## src/rtl/mem_arbiter_if.sv

```systemverilog
// Bus bundle between the I-cache, D-cache and physical memory for mem_arbiter.
// Handshake: a cache holds *_read/*_write (plus address/data) at level until its
// *_resp pulses for one cycle; the arbiter holds pmem_* stable until pmem_resp.
interface mem_arbiter_if;
  logic         i_read;
  logic [31:0]  i_addr;
  logic [255:0] i_rdata;
  logic         i_resp;
  logic         d_read;
  logic         d_write;
  logic [31:0]  d_addr;
  logic [255:0] d_wdata;
  logic [255:0] d_rdata;
  logic         d_resp;
  logic         pmem_read;
  logic         pmem_write;
  logic [31:0]  pmem_addr;
  logic [255:0] pmem_wdata;
  logic [255:0] pmem_rdata;
  logic         pmem_resp;

  modport slave (
    input  i_read, i_addr, d_read, d_write, d_addr, d_wdata, pmem_rdata, pmem_resp,
    output i_rdata, i_resp, d_rdata, d_resp, pmem_read, pmem_write, pmem_addr, pmem_wdata
  );

  modport master (
    output i_read, i_addr, d_read, d_write, d_addr, d_wdata, pmem_rdata, pmem_resp,
    input  i_rdata, i_resp, d_rdata, d_resp, pmem_read, pmem_write, pmem_addr, pmem_wdata
  );
endinterface

```

## src/rtl/mem_arbiter.sv

```systemverilog
// Two-client (I-cache / D-cache) arbiter onto a single line-wide physical memory.
// Define MEM_ARB_RR_EN for round-robin priority; otherwise D always beats I.
module mem_arbiter (
  input  logic          clk,
  input  logic          rst,
  mem_arbiter_if.slave  bus,
  output logic [1:0]    dbg_state
);

  typedef enum logic [1:0] {
    IDLE    = 2'd0,
    SERVE_I = 2'd1,
    SERVE_D = 2'd2,
    DONE    = 2'd3
  } state_t;

  state_t       state_q, state_d;
  logic         wr_q, wr_d;
  logic [31:0]  addr_q, addr_d;
  logic [255:0] wdata_q, wdata_d;
  logic         d_req;
  logic         d_wins;

`ifdef MEM_ARB_RR_EN
  // 1 when D was the most recent grant; reset leaves I as last winner.
  logic         last_q, last_d;
`endif

  assign dbg_state = state_q;

  always_ff @(posedge clk) begin
    if (!rst) begin
      state_q <= IDLE;
      wr_q    <= 1'b0;
      addr_q  <= '0;
      wdata_q <= '0;
    end else begin
      state_q <= state_d;
      wr_q    <= wr_d;
      addr_q  <= addr_d;
      wdata_q <= wdata_d;
    end
  end

`ifdef MEM_ARB_RR_EN
  always_ff @(posedge clk) begin
    if (!rst) begin
      last_q <= 1'b0;
    end else begin
      last_q <= last_d;
    end
  end
`endif

  always_comb begin
    state_d = state_q;
    wr_d    = wr_q;
    addr_d  = addr_q;
    wdata_d = wdata_q;
`ifdef MEM_ARB_RR_EN
    last_d  = last_q;
`endif

    d_req = bus.d_read | bus.d_write;
`ifdef MEM_ARB_RR_EN
    d_wins = d_req & (~bus.i_read | ~last_q);
`else
    d_wins = d_req;
`endif

    bus.i_rdata    = '0;
    bus.i_resp     = 1'b0;
    bus.d_rdata    = '0;
    bus.d_resp     = 1'b0;
    bus.pmem_read  = 1'b0;
    bus.pmem_write = 1'b0;
    bus.pmem_addr  = '0;
    bus.pmem_wdata = '0;

    case (state_q)
      IDLE: begin
        if (d_wins) begin
          state_d = SERVE_D;
          // Read+write together is a writeback; the read is retried afterwards.
          wr_d    = bus.d_write;
          addr_d  = bus.d_addr;
          wdata_d = bus.d_write ? bus.d_wdata : '0;
`ifdef MEM_ARB_RR_EN
          last_d  = 1'b1;
`endif
        end else if (bus.i_read) begin
          state_d = SERVE_I;
          wr_d    = 1'b0;
          addr_d  = bus.i_addr;
          wdata_d = '0;
`ifdef MEM_ARB_RR_EN
          last_d  = 1'b0;
`endif
        end
      end
      SERVE_I: begin
        bus.pmem_read = 1'b1;
        bus.pmem_addr = addr_q;
        if (bus.pmem_resp) begin
          bus.i_rdata = bus.pmem_rdata;
          bus.i_resp  = 1'b1;
          state_d     = DONE;
        end
      end
      SERVE_D: begin
        bus.pmem_read  = ~wr_q;
        bus.pmem_write = wr_q;
        bus.pmem_addr  = addr_q;
        bus.pmem_wdata = wdata_q;
        if (bus.pmem_resp) begin
          bus.d_rdata = bus.pmem_rdata;
          bus.d_resp  = 1'b1;
          state_d     = DONE;
        end
      end
      DONE: begin
        // Quiet cycle lets the finished requester drop its request first.
        state_d = IDLE;
      end
      default: begin
        state_d = IDLE;
      end
    endcase
  end

endmodule

```

## src/flat_wrapper.sv

```systemverilog
// flat-port wrapper written by rule: the top's interface ports become plain ports
module mem_arbiter_flat 
  (clk, rst, dbg_state, bus_i_read, bus_i_addr, bus_d_read, bus_d_write, bus_d_addr, bus_d_wdata, bus_pmem_rdata, bus_pmem_resp, bus_i_rdata, bus_i_resp, bus_d_rdata, bus_d_resp, bus_pmem_read, bus_pmem_write, bus_pmem_addr, bus_pmem_wdata);
  mem_arbiter_if bus_i ();
  input  logic clk;
  input  logic rst;
  output logic [1:0] dbg_state;
  input wire logic [$bits(bus_i.i_read)-1:0] bus_i_read;
  input wire logic [$bits(bus_i.i_addr)-1:0] bus_i_addr;
  input wire logic [$bits(bus_i.d_read)-1:0] bus_d_read;
  input wire logic [$bits(bus_i.d_write)-1:0] bus_d_write;
  input wire logic [$bits(bus_i.d_addr)-1:0] bus_d_addr;
  input wire logic [$bits(bus_i.d_wdata)-1:0] bus_d_wdata;
  input wire logic [$bits(bus_i.pmem_rdata)-1:0] bus_pmem_rdata;
  input wire logic [$bits(bus_i.pmem_resp)-1:0] bus_pmem_resp;
  output wire logic [$bits(bus_i.i_rdata)-1:0] bus_i_rdata;
  output wire logic [$bits(bus_i.i_resp)-1:0] bus_i_resp;
  output wire logic [$bits(bus_i.d_rdata)-1:0] bus_d_rdata;
  output wire logic [$bits(bus_i.d_resp)-1:0] bus_d_resp;
  output wire logic [$bits(bus_i.pmem_read)-1:0] bus_pmem_read;
  output wire logic [$bits(bus_i.pmem_write)-1:0] bus_pmem_write;
  output wire logic [$bits(bus_i.pmem_addr)-1:0] bus_pmem_addr;
  output wire logic [$bits(bus_i.pmem_wdata)-1:0] bus_pmem_wdata;
  assign bus_i.i_read = bus_i_read;
  assign bus_i.i_addr = bus_i_addr;
  assign bus_i.d_read = bus_d_read;
  assign bus_i.d_write = bus_d_write;
  assign bus_i.d_addr = bus_d_addr;
  assign bus_i.d_wdata = bus_d_wdata;
  assign bus_i.pmem_rdata = bus_pmem_rdata;
  assign bus_i.pmem_resp = bus_pmem_resp;
  assign bus_i_rdata = bus_i.i_rdata;
  assign bus_i_resp = bus_i.i_resp;
  assign bus_d_rdata = bus_i.d_rdata;
  assign bus_d_resp = bus_i.d_resp;
  assign bus_pmem_read = bus_i.pmem_read;
  assign bus_pmem_write = bus_i.pmem_write;
  assign bus_pmem_addr = bus_i.pmem_addr;
  assign bus_pmem_wdata = bus_i.pmem_wdata;
  mem_arbiter u_core (.clk(clk), .rst(rst), .bus(bus_i), .dbg_state(dbg_state));
endmodule
```

## config.mk

```make
export PLATFORM = sky130hd
export DESIGN_NAME = mem_arbiter_flat
export DESIGN_NICKNAME = d
export VERILOG_FILES = /design/src/rtl/mem_arbiter_if.sv /design/src/rtl/mem_arbiter.sv /design/src/flat_wrapper.sv
export SDC_FILE = /design/constraint.sdc
export NUM_CORES = 1
export LEC_CHECK = 0
export ABC_AREA = 1
export ABC_CLOCK_PERIOD_IN_PS = 3200
export CAP_MARGIN = 20
export CORE_AREA = 2 2 547 549
export DETAILED_ROUTE_END_ITERATION = 7
export DIE_AREA = 0 0 549 551
export PLACE_DENSITY_LB_ADDON = 0.2
export SYNTH_ARGS = -nofsm -noshare
export SYNTH_HDL_FRONTEND = slang
export SYNTH_SLANG_ARGS = --single-unit
```

## constraint.sdc

```tcl
create_clock -name clk -period 3.2 [get_ports clk]
set_input_delay 0.64 -clock clk [delete_from_list [all_inputs] [get_ports clk]]
set_output_delay 0.64 -clock clk [all_outputs]
set_load 0.02 [all_outputs]
```

==> results of run 1 <==
-- worst paths after layout --
check,end,slack (ns),cells past startpoint
max reg2reg,u_core.wdata_q[58]$_SDFFE_PN0P_,1.05,8
min,u_core.wdata_q[22]$_SDFFE_PN0P_,0.46,2
min reg2reg,u_core.wdata_q[22]$_SDFFE_PN0P_,0.46,2
max,bus_d_rdata[212],0.08,8
-- metal layers --
layer  part of all wire  vias to the layer above
met5            0.00067                        -
met2               0.45                     1120
met4              0.013                       26
met3               0.10                      192
met1               0.44                    12000
li1                   -                    11900
-- through the flow --
step / instances / total power [W] / worst slack, ns / utilization / cell area [um^2]
2_1_floorplan: 2954 / 0.0113 / 0.824 / - / 17000
3_3_place_gp: 8301 / 0.0211 / -0.365 / 0.131 / 38900
3_5_place_dp: 8301 / 0.0210 / -0.381 / 0.131 / 38900
4_1_cts: 8394 / 0.0274 / -0.0408 / 0.139 / 41100
5_1_grt: 8403 / 0.0285 / -0.0326 / 0.140 / 41400
6_report: 8415 / 0.0267 / 0.0788 / 0.140 / 41400
-- area by class of cell --
class	instances	area [um^2]	share of cell area
Antenna cell	17	42.5	0.00103
Clock buffer	53	1140	0.0276
Clock inverter	16	251	0.00607
Inverter	589	2270	0.0548
Multi-Input combinational cell	1825	8540	0.206
Sequential cell	291	5830	0.141
Tap cell	3939	4930	0.119
Timing Repair Buffer	1685	18400	0.444
-- critical path, stage by stage (launching register included) --
cell and delay [ns]:
dfxtp_4 0.37, inv_4 0.08, ha_4 0.20, inv_16 0.07, buf_12 0.18, buf_16 0.15
bufbuf_16 0.29, nor3_1 0.22, buf_4 0.24
-- cells in the final DEF (no fill, tap or decap), types with 70 or more instances in the layout --
cell type        instances
a21oi_1                257
buf_12                 258
buf_4                  461
clkdlybuf4s50_1        634
dfxtp_1                289
dlygate4sd2_1          248
inv_1                  583
nand2_1                943
nor2_1                  70
nor3_1                 431
-- kinds of logic (layout without fill, tap and decap cells) --
kind of cell             Yosys count  count (layout)
AO/OA/AOI/OAI                    291             291
AND/OR/NAND/NOR                 1528            1528
other                              0              17
adder cells (fa/ha/maj)            6               6
buffers and inverters            838            2343
flip-flops                       291             291
-- report_power, final --
part / total [W] / internal [W] / switching, W / leakage, nW
sequential: 0.00478 / 0.00434 / 0.000435 / 2.39
combinational: 0.0170 / 0.00652 / 0.0104 / 17.0
clock: 0.00499 / 0.00299 / 0.00200 / 0.684
total: 0.0267 / 0.0139 / 0.0129 / 20.0
-- sequential cells by signal (all words and copies together) (netlist names) --
signal            flops
u_core.wdata_q      256
u_core.addr_q        32
u_core.dbg_state      2
u_core.wr_q           1
-- what timing repair did --
| item | CTS | global route |
|---|---|---|
| gates resized for setup | 394 | 78 |
| buffers inserted | 16 | 3 |
| gates cloned | 9 | 1 |
| pin swaps | 12 | 4 |
| endpoints found under the hold margin | 0 | 0 |
| setup endpoints to repair | 647 | 94 |
==> run_results.csv, run 1 <==
group,metric,value,unit
logic_synthesis,synth_compound_area_frac,0.0856,
setup_path,worst-setup-path-type,"reg2out",
routing,drtIter0Drc,1208,
clocking,clockBufferDepth,3,
setup_path,crit_path_max_fanout,14,
global_route,gr-usage-all-layers,0.149,
clocking,clockRootBuffer,"clkbuf_16",
setup_path,r2r_start,"u_core.dbg_state[1]$_SDFFE_PN0P_",
routing,wl,235000,um
global_route,grt-ovfl-total,0,
setup_path,cp-start-kind,"register",
die,die-area,302000,um^2
setup_path,cp_data_arrival_time,2.48,ns
power_and_ir_drop,power_density,646,nW/um^2
routing,wl_per_cell,28.0,um
logic_synthesis,synthAdderAreaFrac,0.00440,
power_and_ir_drop,peakVddDrop,0.335,mV
logic_synthesis,synth_top_area_frac,0.342,
clocking,ctsHtreeMaxLevel,2,
routing,antenna_left,0,
logic_synthesis,synth_top_area_cell,"dfxtp_1",
layout,drive_above_1_share,0.205,
sta,rsz0062_at_grt,"true",
global_route,globalRouteMet2Util,0.240,
logic_synthesis,yosysMostFrequentCell,"nand2_1",
logic_synthesis,syn_nets,3542,
setup_path,cp.required,2.56,ns
sta,drv_slew,0,
clocking,clk_latency,0.61,ns
hold_path,hp-start,"u_core.wdata_q[22]$_SDFFE_PN0P_",
layout,nets,5021,
placed_design,dp_hpwl,206000,um
clocking,cts_sinks,291,
placed_design,io_buffers,1387,
logic_synthesis,synth_top_family_by_area,"simple AND/OR/NAND/NOR gates",
logic_synthesis,async_flop_share,0,
routing,dr_total_vias,25300,
clocking,cts_tree,"built",
logic_synthesis,synthSimpleGateAreaFrac,0.375,
sta,post-route-min-period,3.12,ns
logic_synthesis,synth.area.mux_share,0,
setup_path,worstSetupEndpointType,"primary output",
sta,worstMarginPinSlew,0.652,ns
placed_design,gp_congestion,0.917,
sta,hold_viol,0,
clocking,clk_pin_slew,0.06,ns
sta,fin_crit_sh,0.975,
job,drv_cap,0,
logic_synthesis,yosysSeqAreaShare,0.342,
sta,max_freq,0.320,GHz
die,start_util,0.0575,
clocking,ctsHoldBuffers,0,
routing,via_per_inst,3.00,
die,io_pins,1388,
routing,drc,0,
layout,nFillCells,34400,
die,core,296000,um^2
logic_synthesis,synth_cells,2954,
global_route,grt_pass1_wl,292000,um
die,die_w,549,um
die,die_height,551,um
sta,setup_violations,0,
logic_synthesis,netlist_area,17000,um^2
run_status,outcome,"finished, final reports clean",
global_route,grt_util_met3,0.0646,
logic_synthesis,synth_edf_count,0,
routing,dr.pass1.iters,5,
hold_path,hold_class,"reg2reg",
logic_synthesis,yosysWarnings,0,
power_and_ir_drop,power_leakage,20.0,nW
sta,whs,0.462,ns
global_route,grt_pass1_vias,25800,
global_route,met1_usage,0.188,
logic_synthesis,synth_seq_cells,291,
layout,area_growth,143,%
logic_synthesis,synthTopCellsByArea,"dfxtp_1 (34%), nand2_1 (21%), nor3_1 (15%), inv_1 (13%), a21oi_1 (7.5%)",
die,placementRows,200,
logic_synthesis,postSynthAreaPerCell,5.77,um^2
global_route,antenna_found_initial,98,
logic_synthesis,synth-xor-area-share,0,
logic_synthesis,ys.flop_type,"dfxtp_1",
logic_synthesis,yosysUniqueCellTypes,18,
sta,finalClockSkew,0.0178,ns
logic_synthesis,synth_common_cells,"nand2_1 (944), inv_1 (585), nor3_1 (512)",
global_route,busiest_layer,"met2",
sta,tns,0,ns
setup_path,crit_path_start,"u_core.dbg_state[0]$_SDFFE_PN0P_",
clocking,cts_buffers,41,
global_route,grt_max_degree,81,
sta,relSlewSlack,0.561,
Note: power is estimated with default switching activity, not from simulation.
==> run 2, diff against run 1 <==
RECOVER_POWER = 50   (was unset)
SKIP_CTS_REPAIR_TIMING = 1   (was unset)
==> run_results.csv, run 2 (synthesis results as in run 1) <==
group,metric,value,unit
sta,worstMarginPinSlew,1.73,ns
clocking,clk_latency,0.61,ns
die,die_height,551,um
layout,stdcell_count,8417,
sta,finalClockSkew,0.0196,ns
layout,fin_area,42300,um^2
setup_path,cp_data_arrival_time,2.62,ns
layout,utilization,0.143,
clocking,cts_sinks,291,
routing,via_per_inst,3.01,
sta,rsz0062_at_grt,"true",
power_and_ir_drop,peakVddDrop,0.298,mV
power_and_ir_drop,power_density,636,nW/um^2
die,die_w,549,um
routing,drtIter0Drc,1233,
setup_path,cp.required,2.56,ns
clocking,clk_pin_slew,0.06,ns
run_status,violations,"max-capacitance violations, max-slew violations, negative setup slack",
placed_design,placed_cell_area,38900,um^2
placed_design,dpl.cell_count,8301,
hold_path,hold_class,"reg2reg",
clocking,clockRootBuffer,"clkbuf_16",
clocking,ctsHtreeMaxLevel,2,
sta,setup_slack,-0.0570,ns
job,drv_cap,1,
sta,max_freq,0.307,GHz
layout,area_growth,148,%
die,io_pins,1388,
clocking,clockBufferDepth,3,
die,die-area,302000,um^2
routing,wl,236000,um
sta,fin_crit_sh,1.02,
global_route,gr-usage-all-layers,0.147,
layout,drive_above_1_share,0.206,
layout,final_common_cell,"nand2_1",
sta,setup_violations,11,
power_and_ir_drop,power_leakage,23.7,nW
die,placementRows,200,
clocking,cts_buffers,41,
clocking,cts_tree,"built",
setup_path,cp-start-kind,"register",
routing,dr.pass1.iters,5,
die,core,296000,um^2
routing,antenna_left,0,
global_route,antenna_found_initial,94,
die,start_util,0.0575,
layout,largest_register_ffs,256,
placed_design,gp_congestion,0.917,
setup_path,r2r_setup_slack,0.23,ns
global_route,grt-ovfl-total,0,
global_route,grt_pass1_vias,25600,
layout,regMostFlops,"u_core.wdata_q",
layout,layout.cells.most_common_list,"nand2_1 (942), clkdlybuf4s50_1 (607), inv_1 (581)",
placed_design,dp_hpwl,206000,um
routing,drc,0,
run_status,outcome,"complete, but fails checks",
global_route,grt_max_degree,81,
sta,post-route-min-period,3.26,ns
setup_path,worst-setup-path-type,"reg2out",
setup_path,worstSetupEndpointType,"primary output",
routing,wl_per_cell,28.1,um
setup_path,crit_path_max_fanout,7,
routing,dr_total_vias,25400,
layout,nets,5025,
sta,tns,-0.171,ns
power_and_ir_drop,fin_total_pwr,0.0269,W
sta,drv_slew,28,
placed_design,io_buffers,1387,
sta,hold_viol,0,
global_route,grt_pass1_wl,287000,um
sta,relSlewSlack,-0.159,
-- run 2: final cells by class --
type / instances / area (um^2)
diodes: 15 / 37.5
clock buffers: 53 / 1140
clock inverters: 16 / 251
fillers: 34200 / 254000
inverters: 589 / 2280
multi-input cells: 1825 / 8640
flip-flops and latches: 291 / 5830
well taps: 3939 / 4930
repair buffers: 1688 / 19200
repair inverters: 1 / 8.76
-- run 2: critical path: stages (launching register included) --
cell	delay, ns
dfxtp_2	0.35
inv_2	0.11
ha_4	0.17
bufinv_16	0.21
clkbuf_16	0.24
buf_4	0.15
buf_6	0.16
nor3_4	0.23
buf_6	0.17
buf_12	0.11
-- run 2: power breakdown --
| part | internal [W] | switching, W |
|---|---|---|
| registers | 0.00434 | 0.000431 |
| clock network | 0.00299 | 0.00202 |
| logic | 0.00657 | 0.0106 |
| total | 0.0139 | 0.0130 |
-- run 2: routing by layer --
metal  GRT usage  wire length [um]  part of all wire
met3      0.0643             23900              0.10
met4      0.0174              3760             0.016
met1       0.184            103000              0.43
met2       0.237            106000              0.45
met5           0               131           0.00055
-- run 2: final timing paths --
path,start,to,depth (start not counted)
setup / recovery,u_core.dbg_state[0]$_SDFFE_PN0P_,bus_d_rdata[184],9
hold reg to reg,u_core.wdata_q[49]$_SDFFE_PN0P_,u_core.wdata_q[49]$_SDFFE_PN0P_,2
setup reg to reg,u_core.dbg_state[0]$_SDFFE_PN0P_,u_core.wdata_q[63]$_SDFFE_PN0P_,8
hold / removal,u_core.wdata_q[49]$_SDFFE_PN0P_,u_core.wdata_q[49]$_SDFFE_PN0P_,2
-- run 2: metrics by stage --
step / worst slack [ns] / hold WS, ns
final: -0.0570 / 0.461
after global routing: -0.128 / 0.473
after CTS: -0.644 / 0.463
after detailed placement: -0.381 / 0.452
after global placement: -0.365 / 0.448
after floorplan: 0.824 / 0.439
==> run 3, diff against run 2 <==
ABC_AREA = unset   (was 1)
CORE_AREA = 2 2 544 546   (was 2 2 547 549)
DIE_AREA = 0 0 546 548   (was 0 0 549 551)
==> run_results.csv, run 3 <==
group,metric,value,unit
run_status,outcome,"finished, final reports clean",
sta,hold_viol,0,
logic_synthesis,synth_cells,1687,
logic_synthesis,synth_top_area_cell,"dfxtp_1",
global_route,grt_pass1_wl,288000,um
setup_path,cp-start-kind,"register",
sta,post-route-min-period,3.09,ns
layout,stdcell_count,7033,
sta,max_freq,0.323,GHz
global_route,grt-ovfl-total,0,
routing,wl_per_cell,35.0,um
sta,setup_violations,0,
die,io_pins,1388,
setup_path,crit_path_max_incr_delay,0.46,ns
clocking,ctsHtreeMaxLevel,2,
routing,wl,246000,um
setup_path,r2r_setup_slack,0.85,ns
routing,antenna_left,0,
power_and_ir_drop,power_leakage,21.9,nW
layout,fin_area,40900,um^2
layout,final_common_cell,"clkdlybuf4s50_1",
hold_path,hold_class,"reg2reg",
layout,area.sequential,5830,um^2
sta,finalClockSkew,0.0232,ns
routing,dr.pass1.iters,5,
die,start_util,0.0511,
logic_synthesis,synth_seq_cells,291,
die,core,293000,um^2
placed_design,dpl.cell_count,6868,
placed_design,gp_congestion,0.976,
die,die_height,548,um
global_route,grt_pass1_vias,20500,
routing,via_per_inst,2.88,
setup_path,worst-setup-path-type,"reg2out",
setup_path,slowest_stage,"and3_1",
logic_synthesis,synth_top_area_frac,0.389,
layout,multi_input_area,8230,um^2
logic_synthesis,yosysMostFrequentCell,"and3_1",
logic_synthesis,synth_common_cells,"and3_1 (513), and2_1 (291), dfxtp_1 (291)",
layout,regMostFlops,"u_core.wdata_q",
placed_design,io_buffers,1387,
setup_path,cp.required,2.56,ns
setup_path,crit_path_start,"u_core.dbg_state[0]$_SDFFE_PN0P_",
clocking,cts_sinks,291,
setup_path,critPathMostFrequentCell,"buf_16",
clocking,clockRootBuffer,"clkbuf_16",
sta,drv_slew,0,
clocking,clk_pin_slew,0.05,ns
die,placementRows,199,
global_route,grt_max_degree,101,
layout,area_growth,173,%
sta,rsz0062_at_grt,"true",
layout,layout.cells.most_common_list,"clkdlybuf4s50_1 (624), and3_1 (478), buf_12 (410)",
routing,drtIter0Drc,1134,
placed_design,place_ws,0.230,ns
sta,setup_slack,0.108,ns
logic_synthesis,synth_edf_count,0,
global_route,antenna_found_initial,121,
sta,fin_crit_sh,0.966,
hold_path,hp-start,"u_core.wdata_q[87]$_SDFFE_PN0P_",
die,die_w,546,um
global_route,gr-usage-all-layers,0.154,
layout,nets,3621,
power_and_ir_drop,peakVddDrop,0.397,mV
placed_design,dp_hpwl,212000,um
logic_synthesis,netlist_area,15000,um^2
logic_synthesis,postSynthAreaPerCell,8.87,um^2
layout,nFillCells,33200,
placed_design,placed_cell_area,37600,um^2
die,die-area,299000,um^2
clocking,cts_buffers,48,
power_and_ir_drop,power_density,608,nW/um^2
logic_synthesis,syn_nets,2275,
setup_path,worstSetupEndpointType,"primary output",
setup_path,crit_path_max_fanout,38,
logic_synthesis,yosysWarnings,0,
job,drv_cap,0,
clocking,cts_tree,"built",
logic_synthesis,synthTopCellsByArea,"dfxtp_1 (39%), and3_1 (21%), a22o_1 (15%), and2_1 (12%), clkbuf_1 (3.9%)",
sta,worstMarginPinSlew,1.24,ns
setup_path,r2r_start,"u_core.dbg_state[1]$_SDFFE_PN0P_",
logic_synthesis,async_flop_share,0,
clocking,clk_latency,0.66,ns
logic_synthesis,yosysSeqAreaShare,0.389,
routing,dr_total_vias,20200,
layout,drive_above_1_share,0.229,
logic_synthesis,ys.flop_type,"dfxtp_1",
sta,relSlewSlack,0.170,
setup_path,crit_chain,"inv_4 > ha_4 > buf_16 > buf_16 > and3_1 > buf_12",
setup_path,cp_data_arrival_time,2.45,ns
layout,largest_register_ffs,256,
logic_synthesis,yosysUniqueCellTypes,25,
clocking,clockBufferDepth,3,
routing,drc,0,
[run 3: kinds of logic after synthesis]
family | share of synthesized area
fa+ha+maj | 0.00501
flops | 0.389
mux | 0.0214
simple gates | 0.339
buf+inv | 0.0703
compound gates | 0.175
[run 3: area by class of cell]
type                    count  area share
repair buffers           1512       0.492
multi-input cells        1177       0.201
flip-flops and latches    291       0.143
well taps                3919       0.120
clock buffers              70      0.0354
clock inverters            16     0.00514
diodes                     45     0.00276
inverters                   3    0.000337
[run 3: per-stage QoR]
stage | power (W) | setup TNS [ns] | utilization | hold slack, ns
final | 0.0248 | 0 | 0.139 | 0.465
after CTS | 0.0245 | -144.38 | 0.134 | 0.466
after detailed placement | 0.0185 | 0 | 0.128 | 0.446
after global routing | 0.0262 | -0.402 | 0.139 | 0.477
after global placement | 0.0185 | 0 | 0.128 | 0.448
after floorplan | 0.00968 | 0 | - | 0.434
[run 3: metal layers]
| layer | up-vias | share of wire | GRT usage |
|---|---|---|---|
| met2 | 1218 | 0.49 | 0.271 |
| li1 | 8852 | - | - |
| met3 | 267 | 0.10 | 0.0656 |
| met5 | - | 0.00029 | 0 |
| met1 | 9886 | 0.38 | 0.167 |
| met4 | 12 | 0.034 | 0.0434 |
[run 3: report_power, final]
part / leakage (nW) / internal (W) / switching (W)
sequential: 2.39 / 0.00441 / 0.000466
clock: 0.821 / 0.00344 / 0.00223
combinational: 18.7 / 0.00626 / 0.00803
[run 3: final timing paths]
check | endpoint | cells after the start
worst max-delay path | bus_d_rdata[23] | 6
worst min-delay path | u_core.wdata_q[87]$_SDFFE_PN0P_ | 1
worst max register to register | u_core.addr_q[8]$_SDFFE_PN0P_ | 6
worst min register to register | u_core.wdata_q[87]$_SDFFE_PN0P_ | 1
[run 3: critical path: cells and delay by family (launching register included)]
kind / cells / cell delay (ns)
AND/OR/NAND/NOR: 1 / 0.46
buffers and inverters: 4 / 0.72
flip-flops: 1 / 0.33
adder cells (fa/ha/maj): 1 / 0.17
